==> src/rtl/aes_ctrl_pkg.sv <==
`default_nettype none
// ============================================================================
// Module      : aes_ctrl_pkg
// Description : Shared types and constants for the AES-128 key-schedule
//               controller and its round-robin read arbiter.
// Revision    : 1.0 - initial release
// ============================================================================
package aes_ctrl_pkg;

    // Controller sequencing states
    typedef enum logic [1:0] {
        IDLE    = 2'd0,
        START   = 2'd1,
        COLLECT = 2'd2,
        READY   = 2'd3
    } state_e;

    localparam int AES128_ROUNDS  = 10;
    localparam int RK_W           = 128;
    localparam int RIDX_W         = 4;
    localparam int WDOG_LIMIT_DEF = 63;

endpackage : aes_ctrl_pkg
`default_nettype wire

==> src/rtl/rr_arb2.sv <==
`default_nettype none
// ============================================================================
// Module      : rr_arb2
// Description : Two-input round-robin arbiter. Grant is combinational from
//               req/en; the priority pointer is registered and flips to the
//               requester that was not granted, so contention alternates.
// Revision    : 1.0 - initial release
// ============================================================================
module rr_arb2 (
    input  logic       clk,
    input  logic       rst,
    input  logic       en,
    input  logic [1:0] req,
    output logic [1:0] gnt
);

    // r_prio = 0 favours requester 0 on contention, 1 favours requester 1
    logic r_prio;

    // One-hot grant selection; nothing granted when disabled
    always_comb begin
        gnt = 2'b00;
        if (en) begin
            case (req)
                2'b01:   gnt = 2'b01;
                2'b10:   gnt = 2'b10;
                2'b11:   gnt = r_prio ? 2'b10 : 2'b01;
                default: gnt = 2'b00;
            endcase
        end
    end

    // Move priority away from whoever was just served
    always_ff @(posedge clk) begin
        if (rst) begin
            r_prio <= 1'b0;
        end else if (gnt != 2'b00) begin
            r_prio <= gnt[0];
        end
    end

endmodule : rr_arb2
`default_nettype wire

==> src/rtl/aes_key_sched_ctrl.sv <==
`default_nettype none
// ============================================================================
// Module      : aes_key_sched_ctrl
// Description : Starts the AES-128 key-expansion engine on each accepted
//               master key, captures the in-order round keys into a local
//               store, watchdogs the engine, and serves round-key reads to
//               the encrypt (0) and decrypt (1) cores through a round-robin
//               arbiter with a fixed one-cycle read latency.
// Revision    : 1.0 - initial release
// ============================================================================
module aes_key_sched_ctrl
    import aes_ctrl_pkg::*;
#(
    parameter int NUM_ROUNDS = AES128_ROUNDS,
    parameter int WDOG_LIMIT = WDOG_LIMIT_DEF
) (
    input  logic              clk,
    input  logic              rst,
    input  logic              key_load,
    input  logic [RK_W-1:0]   key_in,
    output logic              ke_start,
    output logic [RK_W-1:0]   ke_key,
    input  logic              ke_valid,
    input  logic [RIDX_W-1:0] ke_round,
    input  logic [RK_W-1:0]   ke_round_key,
    output logic              keys_ready,
    output logic              busy,
    input  logic [1:0]        req,
    input  logic [7:0]        req_round,
    output logic [1:0]        gnt,
    output logic              rk_valid,
    output logic [RK_W-1:0]   rk_out,
    output logic              rk_id,
    output logic [RIDX_W-1:0] rk_round,
    output logic              err
);

    localparam int WD_W = $clog2(WDOG_LIMIT + 1);
    localparam logic [RIDX_W-1:0] C_LAST_ROUND = NUM_ROUNDS[RIDX_W-1:0];
    localparam logic [WD_W-1:0]   C_WDOG_LIMIT = WDOG_LIMIT[WD_W-1:0];

    state_e            r_state;
    state_e            w_state_nxt;
    logic [RIDX_W-1:0] r_exp_round;
    logic [WD_W-1:0]   r_wdog;
    logic [WD_W-1:0]   w_wdog_inc;
    logic [RK_W-1:0]   r_store [0:NUM_ROUNDS];

    logic              w_load_acc;
    logic              w_cap;
    logic              w_seq_err;
    logic              w_wdog_err;
    logic              w_arb_en;

    logic              w_rd_sel;
    logic              w_rd_any;
    logic [RIDX_W-1:0] w_rd_round;
    logic              w_rd_oor;

    assign w_wdog_inc = r_wdog + 1'b1;

    // State register
    always_ff @(posedge clk) begin
        if (rst) begin
            r_state <= IDLE;
        end else begin
            r_state <= w_state_nxt;
        end
    end

    // Next-state and control strobes
    always_comb begin
        w_state_nxt = r_state;
        w_load_acc  = 1'b0;
        w_cap       = 1'b0;
        w_seq_err   = 1'b0;
        w_wdog_err  = 1'b0;
        w_arb_en    = 1'b0;
        case (r_state)
            IDLE: begin
                if (key_load) begin
                    w_load_acc  = 1'b1;
                    w_state_nxt = START;
                end
            end
            START: begin
                w_state_nxt = COLLECT;
            end
            COLLECT: begin
                if (ke_valid) begin
                    if (ke_round == r_exp_round) begin
                        w_cap = 1'b1;
                        if (r_exp_round == C_LAST_ROUND) begin
                            w_state_nxt = READY;
                        end
                    end else begin
                        w_seq_err   = 1'b1;
                        w_state_nxt = IDLE;
                    end
                end else if (w_wdog_inc == C_WDOG_LIMIT) begin
                    w_wdog_err  = 1'b1;
                    w_state_nxt = IDLE;
                end
            end
            READY: begin
                // Grants this cycle are honoured even if a reload is accepted
                w_arb_en = 1'b1;
                if (key_load) begin
                    w_load_acc  = 1'b1;
                    w_state_nxt = START;
                end
            end
            default: begin
                w_state_nxt = IDLE;
            end
        endcase
    end

    assign ke_start   = (r_state == START);
    assign busy       = (r_state == START) || (r_state == COLLECT);
    assign keys_ready = (r_state == READY);

    // Expected-round counter and engine watchdog
    always_ff @(posedge clk) begin
        if (rst) begin
            r_exp_round <= '0;
            r_wdog      <= '0;
        end else if (r_state == START) begin
            r_exp_round <= '0;
            r_wdog      <= '0;
        end else if (w_cap) begin
            r_exp_round <= r_exp_round + 1'b1;
            r_wdog      <= '0;
        end else if (r_state == COLLECT) begin
            r_wdog      <= w_wdog_inc;
        end
    end

    // Key presented to the engine, latched on an accepted load
    always_ff @(posedge clk) begin
        if (rst) begin
            ke_key <= '0;
        end else if (w_load_acc) begin
            ke_key <= key_in;
        end
    end

    // Round-key store write port
    always_ff @(posedge clk) begin
        if (rst) begin
            for (int i = 0; i <= NUM_ROUNDS; i++) begin
                r_store[i] <= '0;
            end
        end else if (w_cap) begin
            r_store[r_exp_round] <= ke_round_key;
        end
    end

    rr_arb2 u_arb (
        .clk (clk),
        .rst (rst),
        .en  (w_arb_en),
        .req (req),
        .gnt (gnt)
    );

    assign w_rd_any   = |gnt;
    assign w_rd_sel   = gnt[1];
    assign w_rd_round = w_rd_sel ? req_round[7:4] : req_round[3:0];
    assign w_rd_oor   = w_rd_any && (w_rd_round > C_LAST_ROUND);

    // Registered read port: data appears the cycle after the grant
    always_ff @(posedge clk) begin
        if (rst) begin
            rk_valid <= 1'b0;
            rk_out   <= '0;
            rk_id    <= 1'b0;
            rk_round <= '0;
        end else begin
            rk_valid <= w_rd_any;
            if (w_rd_any) begin
                rk_id    <= w_rd_sel;
                rk_round <= w_rd_round;
                rk_out   <= w_rd_oor ? '0 : r_store[w_rd_round];
            end else begin
                rk_id    <= 1'b0;
                rk_round <= '0;
                rk_out   <= '0;
            end
        end
    end

    // Sticky error; a fresh fault outranks the clear from a simultaneous load
    always_ff @(posedge clk) begin
        if (rst) begin
            err <= 1'b0;
        end else if (w_seq_err || w_wdog_err || w_rd_oor) begin
            err <= 1'b1;
        end else if (w_load_acc) begin
            err <= 1'b0;
        end
    end

endmodule : aes_key_sched_ctrl
`default_nettype wire

==> config.mk <==
export PLATFORM = sky130hd
export DESIGN_NAME = aes_key_sched_ctrl
export DESIGN_NICKNAME = d
export VERILOG_FILES = /design/src/rtl/aes_ctrl_pkg.sv /design/src/rtl/rr_arb2.sv /design/src/rtl/aes_key_sched_ctrl.sv
export SDC_FILE = /design/constraint.sdc
export NUM_CORES = 2
export LEC_CHECK = 0
export ABC_CLOCK_PERIOD_IN_PS = 33700
export CAP_MARGIN = 20
export CORE_ASPECT_RATIO = 0.7
export CORE_MARGIN = 10
export CORE_UTILIZATION = 60
export CTS_CLUSTER_SIZE = 12
export DETAILED_ROUTE_END_ITERATION = 7
export GPL_TIMING_DRIVEN = 1
export HOLD_SLACK_MARGIN = 0.03
export MAX_ROUTING_LAYER = met4
export PLACE_DENSITY = 0.8
export SYNTH_ARGS = -nofsm -noshare
export SYNTH_HDL_FRONTEND = slang
export SYNTH_SLANG_ARGS = --single-unit
==> constraint.sdc <==
create_clock -name clk -period 33.7 [get_ports clk]
set_clock_uncertainty 0.1 [all_clocks]
set_input_delay 8.425 -clock clk [delete_from_list [all_inputs] [get_ports clk]]
set_output_delay 8.425 -clock clk [all_outputs]
set_load 0.03 [all_outputs]
Word level (Yosys, flattened, before mapping)
Memories as Yosys holds them, arrays and structs flattened. A register that Yosys moved wholly into a read port is not among the register bits.
Cells that the tools add are included.
{"block": "classes", "n_addsub": 2, "order_cmp": 1, "n_eq_ne": 12, "muxes": 32, "bitwise": 1, "reduce_logical": 15}
{"cell": "$mux 128", "count": 1}
{"cell": "$reduce_or 128->1", "count": 1}
{"cell": "$mux 1", "count": 20}
{"cell": "$mux 2", "count": 7}
{"cell": "$pmux 2 s3", "count": 2}
{"cell": "$eq 2x2->1 const B", "count": 4}
{"cell": "$mux 4", "count": 2}
{"cell": "$reduce_or 2->1", "count": 4}
{"cell": "$add 6x1->6 const B", "count": 1}
{"cell": "$eq 6x6->1 const B", "count": 1}
{"cell": "$reduce_or 3->1", "count": 2}
{"cell": "$add 4x1->4 const B", "count": 1}
{"cell": "$eq 2x1->1 const B", "count": 2}
{"cell": "$eq 4x4->1", "count": 1}
{"cell": "$eq 4x4->1 const B", "count": 1}
{"cell": "$gt 4x4->1 const B", "count": 1}
{"cell": "$ne 4x4->1 const B", "count": 1}
{"cell": "$reduce_bool 2->1", "count": 2}
{"cell": "$logic_or 1x1->1", "count": 3}
{"cell": "$ne 3x3->1 const B", "count": 1}
{"cell": "$reduce_and 3->1", "count": 1}
{"cell": "$logic_not 2->1", "count": 1}
{"cell": "$ne 2x1->1 const B", "count": 1}
{"cell": "$logic_and 1x1->1", "count": 1}
{"cell": "$not 1->1", "count": 1}
{"block": "totals", "register_bits": 148, "ram_bits": 1408, "input_bits": 274, "n_memories": 1}
{"name": "r_store", "depth": 11, "word_bits": 128, "rd": 1, "rd_ports_with_merged_regs": 1, "write_ports": 11, "line": "aes_key_sched_ctrl.sv:47", "text": "logic [RK_W-1:0] r_store [0:NUM_ROUNDS];"}

Longest topological paths before layout
{"block": "logic_depth", "ltp_word": 9, "ltp_mapped": 12}

Modules after synthesis
A second synthesis with hierarchy kept.
{"block": "hier_totals", "cells_unflattened": 10535, "hier_area_um2": 109606.4}
{"module": "aes_key_sched_ctrl", "instances": 1, "cells_per_inst": 10527, "area_each_um2": 109551.3, "seq_area_each_um2": 65723.0}
{"module": "rr_arb2", "instances": 1, "cells_per_inst": 8, "area_each_um2": 55.1, "seq_area_each_um2": 20.0}

Worst setup path after synthesis
No wires, ideal clock.
{"block": "synth_timing", "path_kind": "input-to-reg", "start": "in ke_round[3]", "end": "mem r_store[12][0] (enable)", "setup_ns": 0.772, "t_arrival_ns": 17.767, "path_slack_ns": 15.061, "path_stages": 5, "path_buffers": 0, "path_cell_list": "xnor2_1 nand3_1 nor2_1 nand3_1 nor3_1"}
{"element": "start, declared", "line": "aes_key_sched_ctrl.sv:24", "text": "input logic [RIDX_W-1:0] ke_round,"}
{"element": "end, declared", "line": "aes_key_sched_ctrl.sv:47"}

Worst setup path after layout
{"block": "layout_timing", "start": "in req[1]", "end": "out gnt[1]"}
{"block": "layout_between", "elab_chain_cells": 3, "elab_cells_between_ends": 5, "cone_classes": "3 x eq/ne; 2 x mux"}
{"element": "start, declared", "line": "aes_key_sched_ctrl.sv:28", "text": "input logic [1:0] req,"}
{"element": "$eq 2x2->1 or $eq 2x1->1 (tied branches)", "line": "rr_arb2.sv:24", "text": "case (req)"}
{"element": "$pmux 2 s3 *", "line": "rr_arb2.sv:24"}
{"element": "$mux 2 *", "line": "rr_arb2.sv:23", "text": "if (en) begin"}
{"element": "end, declared", "line": "aes_key_sched_ctrl.sv:30", "text": "output logic [1:0] gnt,"}
Every way passes the cells marked *; elsewhere a longest branch is shown, timed or not.

==> results.md <==
- Outcome: complete, but fails checks
- Failing checks: design-rule violations
- Yosys warnings: 0
- CP cell instances: clkdlybuf4s50_1, and2_4, nand2_8, clkinv_2, clkdlybuf4s50_1
- Leakage dissipation: between 30 and 40 nW
- # resized after CTS: 0
- Library cell with the highest instance count after synthesis: sky130_fd_sc_hd__edfxtp_1
- Netlist cell types: 50
- Period minus WS final: just under 20 ns
- Weighted congestion at the end of routability-driven global placement: 0.839
- Mapped Area: 0.102 sq mm
- Beginning of the worst hold path: ke_key[113]
- R2r endpoint: rk_out[106]
- Fin crit share: roughly three fifths
- Cell at the root of the clock tree: sky130_fd_sc_hd__clkbuf_16
- Delay contributed by the slowest stage of the critical path: 0.80 ns
- Proportion of layout cells with a drive suffix above 1: 4.56%
- Critical path class: in -> out
- Crit path max-delay family: buffers and inverters
- Area overhead of the layout relative to synthesis: 12.6%
- Cell internal pwr: 0.00465 W
- Hold/Removal Path Class: reg -> reg
- Master of the slowest instance on the critical path: sky130_fd_sc_hd__and2_4
- Remaining Overflow, GRT: 0
- Buffer and inverter count on the worst path: 3
- Critical Path Start Type: input port
- Non-filler instance count after layout: 11400
- Vias per inst: ~7.0
- Clk_lat worst skew: 0.88 ns
- Data required time at the worst endpoint: 25.18 ns
- Cts hold-fix bufs: 0
- # Post-CTS Setup Buffers: 0
- Register bit count reported by yosys: roughly 2300
- DR vias: between 70000 and 80000
- Synth top cells by count: 1920 x sky130_fd_sc_hd__edfxtp_1, 1309 x sky130_fd_sc_hd__nand2_1, 1042 x sky130_fd_sc_hd__nor2_1
- Total CTS buffers: 218
- GR Util All Layers: 36.3%
- Largest fanout on the critical path: 62
- Pin count of the biggest net entering global routing: 203
- Total chip power: 0.00625 W
- Effective utilization at floorplan: 60.5%
- Number of DRC markers after the initial detailed-route iteration: between 10000 and 15000
- CP endpoint kind: primary output
- Post-Route Setup TNS: 0 ns
- Relative contribution of the clock network to total power: 37.2%
- Layout net count: 9275
- Cell with the most instances on the worst path: sky130_fd_sc_hd__clkdlybuf4s50_1
- Global-route wire length before repair: roughly 500 mm
- Register-to-register path setup slack: 25.96 ns
- Number of standard cells after synthesis: roughly 8900
- IO buf count: 541
- Boundary Pins: 542
- TritonCTS sink count: around 2300
- Layout fillers: 11700
- Switching power as a share of total power: 25.7%
- Horizontal die dimension: between 500 and 600 um
- Final setup viols: 0
- First drt pass iteration count: 8
- Number of stages on the worst hold path: 2
- Remaining DRCs: 9
- Worst min-delay path endpoint: ke_key[113]
- Post-placement cell count: 11000
- Least-Margin Pin Slew: 1.27 ns
- Worst endpoint data arrival time: 11.35 ns
- Mean instance size in the synthesized netlist: roughly 11 sq um
- Per-cell routed wire length: 30.1 um
- Number of rows in the core area: 126
- Post-Syn Nets: 9225
- Post-DRT Antenna Nets: 0
- Share of the synthesized area in the top cell type: a little under three fifths
- DRT Wirelength: 344 mm
- Leading area contributor after synthesis: sky130_fd_sc_hd__edfxtp_1
- Maximum clock frequency: 50.3 MHz
- Relative contribution of combinational cells to total power: 11.2%
- Clock tree from TritonCTS: yes
- Number of antenna violations at the first check in global routing: 9
- Proportion of synthesized flip-flops having asynchronous set or reset: 0%
- Post-DP HPWL: around 170 mm
- Seq/Total Area, Yosys: 64.4%
- Launch instance of the worst register-to-register path: r_state[0]
- Power share of the sequential group: 51.7%
- Max-slew violation count: 0
- Vertical die dimension: 365 um
- Core Region: ~0.17 sq mm
- Setup ws final: 13.83 ns
- H-tree level count: 4
- Headroom to the max-slew limit: 15.1%
- Most used flip-flop cell after synthesis: sky130_fd_sc_hd__edfxtp_1
- Top cells by area, synth: sky130_fd_sc_hd__edfxtp_1 56%, sky130_fd_sc_hd__dfxtp_1 7.9%, sky130_fd_sc_hd__nand2_1 4.8%, sky130_fd_sc_hd__nor2_1 3.8%, sky130_fd_sc_hd__a211oi_1 3.8%
- Maximum capacitance violations: 0
- Final Hold Vio Count: 0
- PD cells: 54.4 mW/mm^2
- Post-Place Setup Slack: 13.89 ns
- Floorplan die area: ~0.19 sq mm
- Vias in the first global route: 78200
- Final design utilization: 68.1%
- Max Buffers Root-to-Sink: 3
- Unrepaired setup endpoints after global routing: no
- Clock transition at path regs: 0.06 ns
- Switching power: around 0.0016 W
- Worst voltage drop across the vdd grid: 0.0524 mV
- Post-synth EDFFs: 1920
- Logic depth of the worst register-to-register path: 10
-- registers in the layout, indices dropped and copies added (netlist names) --
signal	flops
ke_key	128
rk_valid	1
u_arb.r_prio	1
r_store	2048
r_wdog	6
r_exp_round	4
rk_round	4
rk_id	1
r_state	2
err	1
rk_out	128
-- power groups by stage --
stage | registers [W] | clock network [W] | logic [W]
finish | 0.00323 | 0.00232 | 0.000697
global route | 0.00324 | 0.00243 | 0.000723
CTS | 0.00323 | 0.00232 | 0.000680
detailed placement | 0.00329 | 0 | 0.000676
global placement | 0.00328 | 0 | 0.000663
floorplan | 0.00336 | 0 | 0.000321
-- logic make-up after synthesis --
group           count (synthesis)  share of synthesized area, %
xor+xnor                       14                         0.120
buf+inv                       968                          3.82
compound gates               1947                          14.0
flops                        2324                          64.4
fa+ha+maj                       8                        0.0980
mux                           257                          2.52
simple gates                 3425                          15.1
-- cell type report --
class	count	area (sq um)	share of cell area, %
antenna	9	22.5	0.0196
clock buffer	384	6270	5.45
clock inverter	19	221	0.193
inverter	138	519	0.451
multi-input combinational	5651	32800	28.5
sequential	2324	65700	57.2
tap	2240	2800	2.44
timing repair buffer	660	6640	5.78
-- metal layers --
| metal | vias up | global-route usage (%) | share of wire (%) |
|---|---|---|---|
| met5 | - | - | 0 |
| met2 | 7049 | 54.9 | 45 |
| met4 | 0 | 19.2 | 5.8 |
| met3 | 1434 | 9.05 | 15 |
| li1 | 33000 | - | - |
| met1 | 38200 | 45.4 | 34 |
-- per-stage QoR --
step	cell area, sq um	hold WS, ns
3_3_place_gp	108000	0.341
6_report	115000	0.351
5_1_grt	115000	0.369
2_1_floorplan	102000	0.350
3_5_place_dp	108000	0.346
4_1_cts	115000	0.354
-- how the worst max path moves through the flow --
stage                           start              to  slack (ns)  depth (start not counted)
after floorplan           ke_round[3]  r_store[12][0]       15.06                          5
after global placement         req[1]          gnt[1]       13.90                          5
after detailed placement       req[1]          gnt[1]       13.89                          5
after CTS                      req[1]          gnt[1]       13.87                          5
after global routing           req[1]          gnt[1]       13.73                          5
final                          req[1]          gnt[1]       13.83                          5
-- worst register-to-register path: stages (launching register included) --
cell and delay, ns:
sky130_fd_sc_hd__dfxtp_1 0.40, sky130_fd_sc_hd__ha_1 0.85, sky130_fd_sc_hd__and2_4 0.89, sky130_fd_sc_hd__nand2_8 0.51, sky130_fd_sc_hd__mux2_8 1.02, sky130_fd_sc_hd__buf_4 0.88, sky130_fd_sc_hd__buf_4 1.05, sky130_fd_sc_hd__buf_4 1.07
sky130_fd_sc_hd__mux2i_1 0.33, sky130_fd_sc_hd__o221ai_1 0.18, sky130_fd_sc_hd__a221o_1 0.35
-- layout by cell type (no fill, tap or decap), types with 6 or more instances in the layout --
cell | netlist | layout
sky130_fd_sc_hd__and2_1 | 132 | 129
sky130_fd_sc_hd__dfxtp_1 | 404 | 404
sky130_fd_sc_hd__clkdlybuf4s50_1 | 0 | 538
sky130_fd_sc_hd__and3_1 | 257 | 257
sky130_fd_sc_hd__a21oi_1 | 519 | 518
sky130_fd_sc_hd__inv_1 | 136 | 136
sky130_fd_sc_hd__ha_1 | 8 | 8
sky130_fd_sc_hd__buf_12 | 0 | 24
sky130_fd_sc_hd__o22a_1 | 128 | 128
sky130_fd_sc_hd__a311oi_1 | 384 | 384
sky130_fd_sc_hd__o221ai_1 | 128 | 128
sky130_fd_sc_hd__nor3_2 | 0 | 6
sky130_fd_sc_hd__nand2_1 | 1309 | 1295
sky130_fd_sc_hd__clkbuf_16 | 0 | 221
sky130_fd_sc_hd__a221o_1 | 128 | 128
sky130_fd_sc_hd__clkinv_8 | 0 | 6
sky130_fd_sc_hd__mux2i_1 | 256 | 256
sky130_fd_sc_hd__xnor2_1 | 9 | 9
sky130_fd_sc_hd__clkbuf_1 | 674 | 150
sky130_fd_sc_hd__clkinv_2 | 1 | 6
sky130_fd_sc_hd__nand2_4 | 1 | 14
sky130_fd_sc_hd__a211oi_1 | 517 | 517
sky130_fd_sc_hd__clkbuf_8 | 0 | 12
sky130_fd_sc_hd__nor2_1 | 1042 | 1041
sky130_fd_sc_hd__nand3_1 | 133 | 131
sky130_fd_sc_hd__edfxtp_1 | 1920 | 1920
sky130_fd_sc_hd__diode_2 | 0 | 9
sky130_fd_sc_hd__a31oi_1 | 131 | 131
sky130_fd_sc_hd__buf_4 | 4 | 94
sky130_fd_sc_hd__nand2b_1 | 517 | 516
No activity file was read; power rests on OpenSTA's default activity.
